[config.mk]
export PLATFORM = sky130hd
export DESIGN_NAME = axi_fft_master_flat
export DESIGN_NICKNAME = d
export VERILOG_FILES = /design/src/rtl/axi_fft_master_if.sv /design/src/rtl/axi_fft_master.sv /design/src/flat_wrapper.sv
export SDC_FILE = /design/constraint.sdc
export NUM_CORES = 1
export LEC_CHECK = 0
export BUFFER_PORTS_ARGS = -buffer_cell sky130_fd_sc_hd__clkbuf_2
export CORE_ASPECT_RATIO = 1.2
export CORE_MARGIN = 2
export CORE_UTILIZATION = 30
export DETAILED_ROUTE_END_ITERATION = 6
export PLACE_DENSITY = 0.69
export SLEW_MARGIN = 0
export SYNTH_ARGS = -nofsm -noshare
export SYNTH_HDL_FRONTEND = slang
export SYNTH_SLANG_ARGS = --single-unit
[constraint.sdc]
create_clock -name i_clk -period 5 [get_ports i_clk]
set_input_delay 0 -clock i_clk [delete_from_list [all_inputs] [get_ports i_clk]]
set_output_delay 0 -clock i_clk [all_outputs]
set_load 0.05 [all_outputs]
[src/rtl/axi_fft_master_if.sv]
`default_nettype none
// ============================================================================
//  Module   : axi_fft_master_if
//  Purpose  : AXI-style write/read burst channels between the FFT burst
//             initiator (master) and the FFT slave bridge (slave).
//  Revision : 1.0 - initial release
// ============================================================================
interface axi_fft_master_if #(
  parameter int DATA_WIDTH = 32
);
  // Write address channel
  logic [11:0]           AWADDR;
  logic [7:0]            AWLEN;
  logic [2:0]            AWSIZE;
  logic [1:0]            AWBURST;
  logic                  AWVALID;
  logic                  AWREADY;
  // Write data channel (16-bit samples)
  logic [15:0]           WDATA;
  logic [1:0]            WSTRB;
  logic                  WVALID;
  logic                  WLAST;
  logic                  WREADY;
  // Read address channel
  logic [11:0]           ARADDR;
  logic [7:0]            ARLEN;
  logic [2:0]            ARSIZE;
  logic [1:0]            ARBURST;
  logic                  ARVALID;
  logic                  ARREADY;
  // Read data channel
  logic [DATA_WIDTH-1:0] RDATA;
  logic                  RVALID;
  logic                  RLAST;
  logic                  RREADY;

  modport master (
    output AWADDR, AWLEN, AWSIZE, AWBURST, AWVALID,
    input  AWREADY,
    output WDATA, WSTRB, WVALID, WLAST,
    input  WREADY,
    output ARADDR, ARLEN, ARSIZE, ARBURST, ARVALID,
    input  ARREADY,
    input  RDATA, RVALID, RLAST,
    output RREADY
  );

  modport slave (
    input  AWADDR, AWLEN, AWSIZE, AWBURST, AWVALID,
    output AWREADY,
    input  WDATA, WSTRB, WVALID, WLAST,
    output WREADY,
    input  ARADDR, ARLEN, ARSIZE, ARBURST, ARVALID,
    output ARREADY,
    output RDATA, RVALID, RLAST,
    input  RREADY
  );
endinterface
`default_nettype wire

[src/rtl/axi_fft_master.sv]
`default_nettype none
// ============================================================================
//  Module   : axi_fft_master
//  Purpose  : Writes an N-sample stream to the FFT bridge as one INCR burst,
//             waits for the core to finish, then reads N results back as one
//             INCR burst and forwards them to the result stream.
//  Revision : 1.0 - initial release
// ============================================================================
module axi_fft_master #(
  parameter int DATA_WIDTH = 32,
  parameter int MAX_BEATS  = 256
) (
  input  logic                  i_clk,
  input  logic                  i_rstn,
  input  logic                  i_start,
  input  logic [11:0]           i_num_samples,
  input  logic [11:0]           i_base_addr,
  input  logic [15:0]           i_s_data,
  input  logic                  i_s_valid,
  output logic                  o_s_ready,
  output logic [DATA_WIDTH-1:0] o_r_data,
  output logic                  o_r_valid,
  output logic                  o_r_last,
  input  logic                  i_r_ready,
  input  logic                  i_calc_done,
  axi_fft_master_if.master      axi,
  output logic                  o_busy,
  output logic                  o_done,
  output logic                  o_err
);

  typedef enum logic [2:0] {
    S_IDLE = 3'd0,
    S_AW   = 3'd1,
    S_W    = 3'd2,
    S_WAIT = 3'd3,
    S_AR   = 3'd4,
    S_R    = 3'd5,
    S_DONE = 3'd6
  } state_t;

  state_t      r_state;
  state_t      w_state_nxt;
  logic [11:0] r_base;
  logic [7:0]  r_len;       // burst length minus one, as carried on AxLEN
  logic [8:0]  r_beat_cnt;  // shared by the write and read bursts
  logic        r_err;

  logic w_n_ok;
  logic w_at_last;
  logic w_wbeat;
  logic w_rbeat;

  assign w_n_ok    = (i_num_samples != 12'd0) && (i_num_samples <= 12'(MAX_BEATS));
  assign w_at_last = (r_beat_cnt == {1'b0, r_len});
  assign w_wbeat   = (r_state == S_W) && i_s_valid && axi.WREADY;
  assign w_rbeat   = (r_state == S_R) && axi.RVALID && i_r_ready;

  assign o_busy = (r_state != S_IDLE);
  assign o_err  = r_err;

  // State register; async reset aborts any transaction in flight
  always_ff @(posedge i_clk or negedge i_rstn) begin
    if (!i_rstn) r_state <= S_IDLE;
    else         r_state <= w_state_nxt;
  end

  // Next state and channel outputs; address fields come only from registers
  always_comb begin
    w_state_nxt = r_state;
    axi.AWVALID = 1'b0;
    axi.AWADDR  = 12'd0;
    axi.AWLEN   = 8'd0;
    axi.AWSIZE  = 3'd0;
    axi.AWBURST = 2'd0;
    axi.WDATA   = 16'd0;
    axi.WSTRB   = 2'd0;
    axi.WVALID  = 1'b0;
    axi.WLAST   = 1'b0;
    axi.ARVALID = 1'b0;
    axi.ARADDR  = 12'd0;
    axi.ARLEN   = 8'd0;
    axi.ARSIZE  = 3'd0;
    axi.ARBURST = 2'd0;
    axi.RREADY  = 1'b0;
    o_s_ready   = 1'b0;
    o_r_data    = '0;
    o_r_valid   = 1'b0;
    o_r_last    = 1'b0;
    o_done      = 1'b0;
    case (r_state)
      S_IDLE: begin
        if (i_start && w_n_ok) w_state_nxt = S_AW;
      end
      S_AW: begin
        axi.AWVALID = 1'b1;
        axi.AWADDR  = r_base;
        axi.AWLEN   = r_len;
        axi.AWSIZE  = 3'b001;
        axi.AWBURST = 2'b01;
        if (axi.AWREADY) w_state_nxt = S_W;
      end
      S_W: begin
        axi.WDATA  = i_s_data;
        axi.WVALID = i_s_valid;
        axi.WSTRB  = 2'b11;
        axi.WLAST  = w_at_last;
        o_s_ready  = axi.WREADY;
        if (w_wbeat && w_at_last) w_state_nxt = S_WAIT;
      end
      S_WAIT: begin
        if (i_calc_done) w_state_nxt = S_AR;
      end
      S_AR: begin
        axi.ARVALID = 1'b1;
        axi.ARADDR  = r_base;
        axi.ARLEN   = r_len;
        axi.ARSIZE  = 3'b010;
        axi.ARBURST = 2'b01;
        if (axi.ARREADY) w_state_nxt = S_R;
      end
      S_R: begin
        o_r_data   = axi.RDATA;
        o_r_valid  = axi.RVALID;
        o_r_last   = w_at_last && axi.RVALID;
        axi.RREADY = i_r_ready;
        // The local count, not RLAST, decides where the burst ends
        if (w_rbeat && w_at_last) w_state_nxt = S_DONE;
      end
      S_DONE: begin
        o_done      = 1'b1;
        w_state_nxt = S_IDLE;
      end
      default: w_state_nxt = S_IDLE;
    endcase
  end

  // Request latch, shared beat counter and one-cycle error pulse
  always_ff @(posedge i_clk or negedge i_rstn) begin
    if (!i_rstn) begin
      r_base     <= 12'd0;
      r_len      <= 8'd0;
      r_beat_cnt <= 9'd0;
      r_err      <= 1'b0;
    end else begin
      r_err <= 1'b0;
      if ((r_state == S_IDLE) && i_start) begin
        if (w_n_ok) begin
          r_base <= i_base_addr;
          r_len  <= i_num_samples[7:0] - 8'd1;
        end else begin
          r_err <= 1'b1;
        end
      end
      if (w_wbeat || w_rbeat) begin
        r_beat_cnt <= w_at_last ? 9'd0 : r_beat_cnt + 9'd1;
      end
      if (w_rbeat && (axi.RLAST != w_at_last)) r_err <= 1'b1;
    end
  end

endmodule
`default_nettype wire

[src/flat_wrapper.sv]
// flat-port wrapper written by rule: the top's interface ports become plain ports
module axi_fft_master_flat 
#(
  parameter int DATA_WIDTH = 32,
  parameter int MAX_BEATS  = 256
)
  (i_clk, i_rstn, i_start, i_num_samples, i_base_addr, i_s_data, i_s_valid, o_s_ready, o_r_data, o_r_valid, o_r_last, i_r_ready, i_calc_done, o_busy, o_done, o_err, axi_AWADDR, axi_AWLEN, axi_AWSIZE, axi_AWBURST, axi_AWVALID, axi_AWREADY, axi_WDATA, axi_WSTRB, axi_WVALID, axi_WLAST, axi_WREADY, axi_ARADDR, axi_ARLEN, axi_ARSIZE, axi_ARBURST, axi_ARVALID, axi_ARREADY, axi_RDATA, axi_RVALID, axi_RLAST, axi_RREADY);
  axi_fft_master_if #(.DATA_WIDTH(DATA_WIDTH)) axi_i ();
  input  logic i_clk;
  input  logic i_rstn;
  input  logic i_start;
  input  logic [11:0] i_num_samples;
  input  logic [11:0] i_base_addr;
  input  logic [15:0] i_s_data;
  input  logic i_s_valid;
  output logic o_s_ready;
  output logic [DATA_WIDTH-1:0] o_r_data;
  output logic o_r_valid;
  output logic o_r_last;
  input  logic i_r_ready;
  input  logic i_calc_done;
  output logic o_busy;
  output logic o_done;
  output logic o_err;
  output wire logic [$bits(axi_i.AWADDR)-1:0] axi_AWADDR;
  output wire logic [$bits(axi_i.AWLEN)-1:0] axi_AWLEN;
  output wire logic [$bits(axi_i.AWSIZE)-1:0] axi_AWSIZE;
  output wire logic [$bits(axi_i.AWBURST)-1:0] axi_AWBURST;
  output wire logic [$bits(axi_i.AWVALID)-1:0] axi_AWVALID;
  input wire logic [$bits(axi_i.AWREADY)-1:0] axi_AWREADY;
  output wire logic [$bits(axi_i.WDATA)-1:0] axi_WDATA;
  output wire logic [$bits(axi_i.WSTRB)-1:0] axi_WSTRB;
  output wire logic [$bits(axi_i.WVALID)-1:0] axi_WVALID;
  output wire logic [$bits(axi_i.WLAST)-1:0] axi_WLAST;
  input wire logic [$bits(axi_i.WREADY)-1:0] axi_WREADY;
  output wire logic [$bits(axi_i.ARADDR)-1:0] axi_ARADDR;
  output wire logic [$bits(axi_i.ARLEN)-1:0] axi_ARLEN;
  output wire logic [$bits(axi_i.ARSIZE)-1:0] axi_ARSIZE;
  output wire logic [$bits(axi_i.ARBURST)-1:0] axi_ARBURST;
  output wire logic [$bits(axi_i.ARVALID)-1:0] axi_ARVALID;
  input wire logic [$bits(axi_i.ARREADY)-1:0] axi_ARREADY;
  input wire logic [$bits(axi_i.RDATA)-1:0] axi_RDATA;
  input wire logic [$bits(axi_i.RVALID)-1:0] axi_RVALID;
  input wire logic [$bits(axi_i.RLAST)-1:0] axi_RLAST;
  output wire logic [$bits(axi_i.RREADY)-1:0] axi_RREADY;
  assign axi_AWADDR = axi_i.AWADDR;
  assign axi_AWLEN = axi_i.AWLEN;
  assign axi_AWSIZE = axi_i.AWSIZE;
  assign axi_AWBURST = axi_i.AWBURST;
  assign axi_AWVALID = axi_i.AWVALID;
  assign axi_i.AWREADY = axi_AWREADY;
  assign axi_WDATA = axi_i.WDATA;
  assign axi_WSTRB = axi_i.WSTRB;
  assign axi_WVALID = axi_i.WVALID;
  assign axi_WLAST = axi_i.WLAST;
  assign axi_i.WREADY = axi_WREADY;
  assign axi_ARADDR = axi_i.ARADDR;
  assign axi_ARLEN = axi_i.ARLEN;
  assign axi_ARSIZE = axi_i.ARSIZE;
  assign axi_ARBURST = axi_i.ARBURST;
  assign axi_ARVALID = axi_i.ARVALID;
  assign axi_i.ARREADY = axi_ARREADY;
  assign axi_i.RDATA = axi_RDATA;
  assign axi_i.RVALID = axi_RVALID;
  assign axi_i.RLAST = axi_RLAST;
  assign axi_RREADY = axi_i.RREADY;
  axi_fft_master #(.DATA_WIDTH(DATA_WIDTH), .MAX_BEATS(MAX_BEATS)) u_core (.i_clk(i_clk), .i_rstn(i_rstn), .i_start(i_start), .i_num_samples(i_num_samples), .i_base_addr(i_base_addr), .i_s_data(i_s_data), .i_s_valid(i_s_valid), .o_s_ready(o_s_ready), .o_r_data(o_r_data), .o_r_valid(o_r_valid), .o_r_last(o_r_last), .i_r_ready(i_r_ready), .i_calc_done(i_calc_done), .axi(axi_i), .o_busy(o_busy), .o_done(o_done), .o_err(o_err));
endmodule
Word-level counts from Yosys, hierarchy flattened
Index checks and enable logic that the tools add are counted.
{"block": "totals", "register_bits": 33, "in_bits": 83, "out_inout_bits": 111, "wordCells": 70}
{"block": "classes", "n_addsub": 2, "order_cmp": 1, "n_eq_ne": 14, "mux": 31, "n_reduce_logical": 17}
{"cell": "$mux W32", "count": 1}
{"cell": "$mux W12", "count": 2}
{"cell": "$mux W3", "count": 6}
{"cell": "$pmux W3 S6", "count": 1}
{"cell": "$mux W16", "count": 1}
{"cell": "$mux W8", "count": 2}
{"cell": "$mux W1", "count": 15}
{"cell": "$le A12 B9 Y1 const B", "count": 1}
{"cell": "$reduce_bool A12 Y1", "count": 1}
{"cell": "$logic_and A1 B1 Y1", "count": 11}
{"cell": "$ne A2 B2 Y1 const B", "count": 5}
{"cell": "$add A9 B1 Y9 const B", "count": 1}
{"cell": "$eq A3 B3 Y1 const B", "count": 3}
{"cell": "$eq A9 B8 Y1", "count": 1}
{"cell": "$mux W9", "count": 1}
{"cell": "$sub A8 B1 Y8 const B", "count": 1}
{"cell": "$eq A3 B2 Y1 const B", "count": 2}
{"cell": "$reduce_and A6 Y1", "count": 1}
{"cell": "$mux W2", "count": 2}
{"cell": "$eq A3 B1 Y1 const B", "count": 1}
{"cell": "$logic_not A3 Y1", "count": 1}
{"cell": "$reduce_bool A3 Y1", "count": 1}
{"cell": "$ne A2 B1 Y1 const B", "count": 1}
{"cell": "$reduce_and A2 Y1", "count": 1}
{"cell": "2 further kinds", "count": 2}

Depth between registers and ports, before layout
Gate-level depths: netlist of the first run.
{"block": "depth", "word_depth": 6, "depth_mapped": 8, "ltp_nobuf": 7}

Least setup slack after synthesis of the first run
Ideal clock, no wire load.
{"block": "synth_path", "path_kind": "register to output", "startpoint": "reg u_core.r_beat_cnt[2]", "endpoint": "out axi_WLAST", "arrival_time_ps": 2874, "required_time_ps": 5000, "setup_slack_ps": 2126, "path_stages_with_launch": 7, "path_buffers": 2, "path_cell_list": "dfrtp_1 > clkbuf_1 > xor2_1 > nor3_1 > nand3_1 > clkbuf_1 > nor4_1"}
{"block": "synth_via", "elab_chain_len": 2}
{"item": "from (decl)", "line": "axi_fft_master.sv:46", "source": "logic [8:0] r_beat_cnt;"}
{"item": "from (signal assigned)", "line": "axi_fft_master.sv:156", "source": "r_beat_cnt <= w_at_last ? 9'd0 : r_beat_cnt + 9'd1;"}
{"item": "$eq A9 B8 Y1", "line": "axi_fft_master.sv:55", "source": "assign w_at_last = (r_beat_cnt == {1'b0, r_len});"}
{"item": "$mux W1", "line": "axi_fft_master.sv:91", "source": "case (r_state)"}
{"item": "to (decl)", "line": "flat_wrapper.sv:34", "source": "output wire logic [$bits(axi_i.WLAST)-1:0] axi_WLAST;"}
No other way between the ends.

Final worst setup path of the first run
{"block": "layout_path", "startpoint": "reg u_core.r_state[2]", "endpoint": "reg u_core.r_state[2]"}
{"block": "layout_via", "elab_chain_len": 6, "elab_cells_between_ends": 20, "classes_between": "11 x eq/ne; 1 x mux; 8 x reduce/logical"}
{"item": "from (decl)", "line": "axi_fft_master.sv:42", "source": "state_t r_state;"}
{"item": "from (signal assigned)", "line": "axi_fft_master.sv:65", "source": "else r_state <= w_state_nxt;"}
{"item": "$eq A3 B2 Y1 or $eq A3 B3 Y1 (tied branches)", "line": "axi_fft_master.sv:56, axi_fft_master.sv:91, axi_fft_master.sv:57"}
{"item": "$logic_and A1 B1 Y1 (on tied branches) (2 in a row)", "line": "axi_fft_master.sv:56, axi_fft_master.sv:57"}
{"item": "$logic_and A1 B1 Y1 (on tied branches)", "line": "axi_fft_master.sv:109, axi_fft_master.sv:128"}
{"item": "$ne A2 B2 Y1 (no source line)"}
{"item": "$reduce_and A6 Y1 (no source line)"}
Several ways; a longest one is shown, not always the timed one.
A chain may end at the register's enable or synchronous reset.

==> results.sh, run 1 <==
export IMPL_crit_type="reg -> reg"
export IMPL_final_layout_size_suffix_gt1_frac=0.440
export IMPL_slew_viol_final=0
export IMPL_critPathRequiredTime_ps=5180
export IMPL_drt_iter0_markers=63
export IMPL_vdd_drop_max_mv=0.296
export IMPL_finalCriticalPeriod_ps=2790
export IMPL_synth_seq_cells=33
export IMPL_synth_edf_count=0
export IMPL_leakagePower_nw=2.18
export IMPL_hold_viol=0
export IMPL_setup_viol=0
export IMPL_dieWidth_um=88.0
export IMPL_swShare=0.565
export IMPL_grt_max_degree=36
export IMPL_postCtsSetupBuffers=0
export IMPL_synth_top_area_cell="dfrtp_1"
export IMPL_dieArea_um2=9230
export IMPL_netlist_cell_type_count=40
export IMPL_fin_setup_tns_ps=0
export IMPL_area_growth_pct=46.6
export IMPL_power_switching_mw=1.08
export IMPL_status="completed"
export IMPL_clk_latency_ps=290
export IMPL_drt_met1_wl_um=3170
export IMPL_coreArea_um2=8150
export IMPL_numPortBuffers=187
export IMPL_seqPwrFrac=0.255
export IMPL_max_slew_margin=0.140
export IMPL_crit_path_end_kind="register"
export IMPL_rows=36
export IMPL_dp_hpwl_um=6460
export IMPL_powerDensity_nw_per_um2=513
export IMPL_synth_area_top_cells="dfrtp_1 (32%), and2_1 (13%), and3_1 (11%)"
export IMPL_io_pins=194
export IMPL_die_h_um=105
export IMPL_cts_root_buf="clkbuf_8"
export IMPL_cap_violations=0
export IMPL_min_path_type="in -> reg"
export IMPL_yosysSeqAreaShare=0.325
export IMPL_grt_pass1_vias=2626
export IMPL_arrival_ps=2970
export IMPL_viasPerCell=4.63
export IMPL_combPwrFrac=0.607
export IMPL_synthesis_area_um2=2540
export IMPL_power_share_clock=0.138
export IMPL_grt_usage=0.175
export IMPL_postSynthCellCount=304
export IMPL_path_clk_slew_ps=70
export IMPL_synth_ff_type="dfrtp_1"
export IMPL_avgRoutedWirePerCell_um=13.8
export IMPL_wl_met2_um=4020
export IMPL_dp_worst_setup_slack_ps=2160
export IMPL_route_met3_wl_um=912
export IMPL_cts_max_level=2
export IMPL_avgSynthCellArea_um2=8.36
export IMPL_drt_total_wl_um=8280
export IMPL_worst_pin_slew_ps=1280
export IMPL_grt_pass1_wl_um=12700
export IMPL_layout_commonest_cell="clkbuf_2"
export IMPL_clock_skew_ps=7.63
export IMPL_ys_warn_count=0
export IMPL_cts_sinks=33
export IMPL_drtAntennaViolNets=0
export IMPL_cts_max_path_buffers=2
export IMPL_highest_layer="met4"
export IMPL_antenna_found_initial=0
export IMPL_synth_top_area_frac=0.325
export IMPL_crit_path_max_fanout=32
export IMPL_max_freq_ghz=0.359
export IMPL_synthArstFlopShare=1.00
export IMPL_start_util=0.312
export IMPL_power_internal_uw=830
export IMPL_grt_overflow_total=0
export IMPL_diodes=0
export IMPL_firstDrtPassIters=4
export IMPL_vias=2775
export IMPL_fin_ws_ps=2210
export IMPL_cts_made_buffers=5
export IMPL_drc=0
export IMPL_min_period_over_period=0.557
export IMPL_final_nets=571
export IMPL_gp_congestion=0.816
export IMPL_cts_tree="done"
export IMPL_final_cell_mix="clkbuf_2 (187), and2_1 (53), and3_1 (45), dfrtp_1 (33), nand2_1 (19)"
export IMPL_start_kind="register"
export IMPL_rsz0062_at_grt="false"
-- synth_stat cells, drive strengths merged (5+ instances only) --
cell type and n:
buf 15, nor2 8, nand2 19, xor2 11
a21oi 9, dfrtp 33, and3 45, o22ai 5
and2 53, mux2 13, o21ai 16, nand4 5
inv 12, nand3 10, clkbuf 17
-- worst paths after layout --
kind                              startpoint                 to  slack [ps]  depth (start not counted)
setup / recovery           u_core.r_state[2]  u_core.r_state[2]        2210                          5
hold / removal              i_num_samples[7]    u_core.r_len[7]          20                          3
setup reg to reg           u_core.r_state[2]  u_core.r_state[2]        2210                          5
hold reg to reg             u_core.r_base[2]   u_core.r_base[2]         530                          1
max in group asynchronous             i_rstn    u_core.r_len[5]        4130                          2
min in group asynchronous             i_rstn       u_core.o_err         350                          2
-- flip-flops by register name (all words and copies together) (netlist names) --
signal and flops:
u_core.r_beat_cnt 9, u_core.o_err 1, u_core.r_state 3, u_core.r_base 12, u_core.r_len 8
-- final cells by class --
class	instances	area, um^2
inverter	12	45.0
timing repair buffer	201	1080
clock inverter	1	30.0
tap	114	143
clock buffer	7	86.3
multi-input combinational	232	1520
sequential	33	826
fill	813	4430
-- cells by family after synthesis --
group,count (synthesis),share of synthesized area
other,1,0.00148
and+or+nand+nor,155,0.363
AOI/OAI and AO/OA,40,0.0940
muxes,13,0.0635
DFF,33,0.325
adders and majority gates,3,0.0148
buffers and inverters,44,0.0862
xor gates and xnor gates,15,0.0517
-- critical path: stages, from the launching register on --
cell	delay (ps)
dfrtp_1	690
nor3b_2	860
and3_1	330
nand4_1	200
a21oi_1	230
mux2_2	350
-- metrics by stage --
stage / area (um^2) / cells / hold WS (ps) / total power, mW / utilization
after global routing: 3730 / 600 / 61.3 / 2.03 / 0.457
after detailed placement: 3470 / 578 / 137 / 1.64 / 0.426
after global placement: 3470 / 578 / 137 / 1.63 / 0.426
after CTS: 3730 / 600 / 15.6 / 1.92 / 0.457
after floorplan: 2560 / 309 / -296 / 1.39 / -
final: 3730 / 600 / 21.2 / 1.91 / 0.457
-- repair_timing --
item,CTS,global route
hold buffers,14,0
setup endpoints to repair,0,0
hold endpoints to repair,46,0
gates resized for setup,0,0
-- power by group through the flow --
stage               combinational [mW]  clock, mW  sequential [mW]
finish                            1.16      0.264            0.487
global route                      1.24      0.276            0.508
detailed placement                1.15          0            0.489
floorplan                        0.958          0            0.433
CTS                               1.17      0.268            0.485
global placement                  1.14          0            0.485
-- per-layer routing --
| layer | track usage | up-vias |
|---|---|---|
| met4 | 0.0671 | 0 |
| met2 | 0.300 | 138 |
| met3 | 0.0608 | 14 |
| met5 | 0 | - |
| met1 | 0.196 | 1234 |
| li1 | - | 1389 |
Note: power is estimated with default switching activity, not from simulation.
==> run 2: changes to the inputs <==
==> constraint.sdc (replaced) <==
create_clock -name i_clk -period 2.9 [get_ports i_clk]
set_input_delay 0 -clock i_clk [delete_from_list [all_inputs] [get_ports i_clk]]
set_output_delay 0 -clock i_clk [all_outputs]
set_load 0.05 [all_outputs]
==> run 2 against run 1 <==
Net effect:
- global-route usage grew 0.47 points
- register-to-register slack lost 1500 ps
- clock-buffer cell count is the same
- total power grew 77%
- worst hold slack gained 26 ps
==> results.sh, run 2 (synthesis results as in run 1) <==
export IMPL_rsz0062_at_grt="false"
export IMPL_numPortBuffers=187
export IMPL_max_slew_margin=0.440
export IMPL_vdd_drop_max_mv=0.706
export IMPL_layout_commonest_cell="clkbuf_2"
export IMPL_dp_hpwl_um=6500
export IMPL_cts_tree="done"
export IMPL_dp_worst_setup_slack_ps=699
export IMPL_drt_total_wl_um=8730
export IMPL_start_kind="register"
export IMPL_post_place_cells=583
export IMPL_place_area_um2=3510
export IMPL_cpPeakStageDelay_ps=500
export IMPL_final_layout_size_suffix_gt1_frac=0.446
export IMPL_status="completed"
export IMPL_coreArea_um2=8150
export IMPL_gp_congestion=0.939
export IMPL_path_buf_inv=1
export IMPL_drc=0
export IMPL_viasPerCell=4.82
export IMPL_finalPower_mw=3.38
export IMPL_path_clk_slew_ps=70
export IMPL_grt_max_degree=35
export IMPL_min_path_type="in -> reg"
export IMPL_cts_made_buffers=5
export IMPL_firstDrtPassIters=4
export IMPL_cts_root_buf="clkbuf_8"
export IMPL_finalCriticalPeriod_ps=2540
export IMPL_diodes=0
export IMPL_antenna_found_initial=0
export IMPL_powerDensity_nw_per_um2=897
export IMPL_start_util=0.312
export IMPL_holdWs_ps=47.1
export IMPL_fin_setup_tns_ps=0
export IMPL_hold_viol=0
export IMPL_top_register="u_core.r_base"
export IMPL_area_growth_pct=48.1
export IMPL_final_cell_mix="clkbuf_2 (187), and2_1 (53), and3_1 (45), dfrtp_1 (33), nand2_1 (19)"
export IMPL_vias=2919
export IMPL_min_period_over_period=0.876
export IMPL_critPathTopFamily="simple AND/OR/NAND/NOR gates"
export IMPL_io_pins=194
export IMPL_final_nets=576
export IMPL_fin_ws_ps=359
export IMPL_cts_max_path_buffers=2
export IMPL_worst_pin_slew_ps=840
export IMPL_drt_iter0_markers=71
export IMPL_utilization=0.462
export IMPL_multi_input_area_um2=1520
export IMPL_cpMaxStageDelayCell="nand3_1"
export IMPL_max_freq_ghz=0.393
export IMPL_arrival_ps=2540
export IMPL_rows=36
export IMPL_ctsResizeCount=0
export IMPL_grt_pass1_wl_um=12900
export IMPL_setup_viol=0
export IMPL_cts_max_level=2
export IMPL_seq_area_um2=826
export IMPL_r2r_setup_slack_ps=690
export IMPL_leakagePower_nw=2.21
export IMPL_grt_overflow_total=0
export IMPL_largest_reg_flops=12
export IMPL_final_area_um2=3760
export IMPL_cts_sinks=33
export IMPL_dieWidth_um=88.0
export IMPL_crit_path_end_kind="primary output"
export IMPL_avgRoutedWirePerCell_um=14.4
export IMPL_nFillCells=809
export IMPL_grt_usage=0.180
export IMPL_critPathRequiredTime_ps=2900
export IMPL_clk_latency_ps=300
export IMPL_grt_pass1_vias=2687
export IMPL_fin_cells=605
export IMPL_cp_cell_sequence="xor2_1, nor4_2, nand3_1, nor4_1, clkbuf_2"
export IMPL_crit_path_max_fanout=14
export IMPL_dieArea_um2=9230
export IMPL_clock_skew_ps=8.76
export IMPL_reg_top3="u_core.r_base x12, u_core.r_beat_cnt x9, u_core.r_len x8"
export IMPL_drtAntennaViolNets=0
export IMPL_die_h_um=105
export IMPL_slew_viol_final=0
export IMPL_crit_type="reg -> out"
export IMPL_cap_violations=0
run 2: changes by cell type in the layout (fill, tap and decap cells not counted), sizes merged:
cell | previous run | this run
buf | 0 | 5
run 2: cell type report:
type / count / share of cell area
inverter: 12 / 0.0120
tap: 114 / 0.0379
sequential: 33 / 0.219
clock inverter: 1 / 0.00798
clock buffer: 7 / 0.0229
timing repair buffer: 206 / 0.296
multi-input combinational: 232 / 0.404
run 2: power breakdown:
part / internal [mW] / switching [mW] / leakage [nW]
Combinational: 0.567 / 1.54 / 1.74
Clock: 0.280 / 0.179 / 0.0585
Sequential: 0.624 / 0.186 / 0.413
run 2: worst paths after layout:
check	cells past startpoint	start	end
min reg2reg	1	u_core.r_base[2]	u_core.r_base[2]
max reg2reg	5	u_core.r_beat_cnt[0]	u_core.r_beat_cnt[4]
max	5	u_core.r_beat_cnt[0]	axi_WLAST
min	3	i_num_samples[7]	u_core.r_len[7]
max in group asynchronous	2	i_rstn	u_core.r_beat_cnt[3]
min in group asynchronous	2	i_rstn	u_core.r_beat_cnt[2]
run 2: worst min-delay path: stages:
cell      delay (ps)
clkbuf_2          90
xnor2_1          130
o21ai_0           80
run 2: timing repair:
action,in CTS,in global routing
endpoints found under the hold margin,46,0
setup buffers,0,0
hold buffers,14,0
run 2: layer usage:
metal,GRT usage,up-vias,part of all wire
met2,0.318,162,0.49
met3,0.0585,10,0.11
li1,-,1396,-
met4,0.0563,0,0.017
met1,0.200,1351,0.38
met5,0,-,0
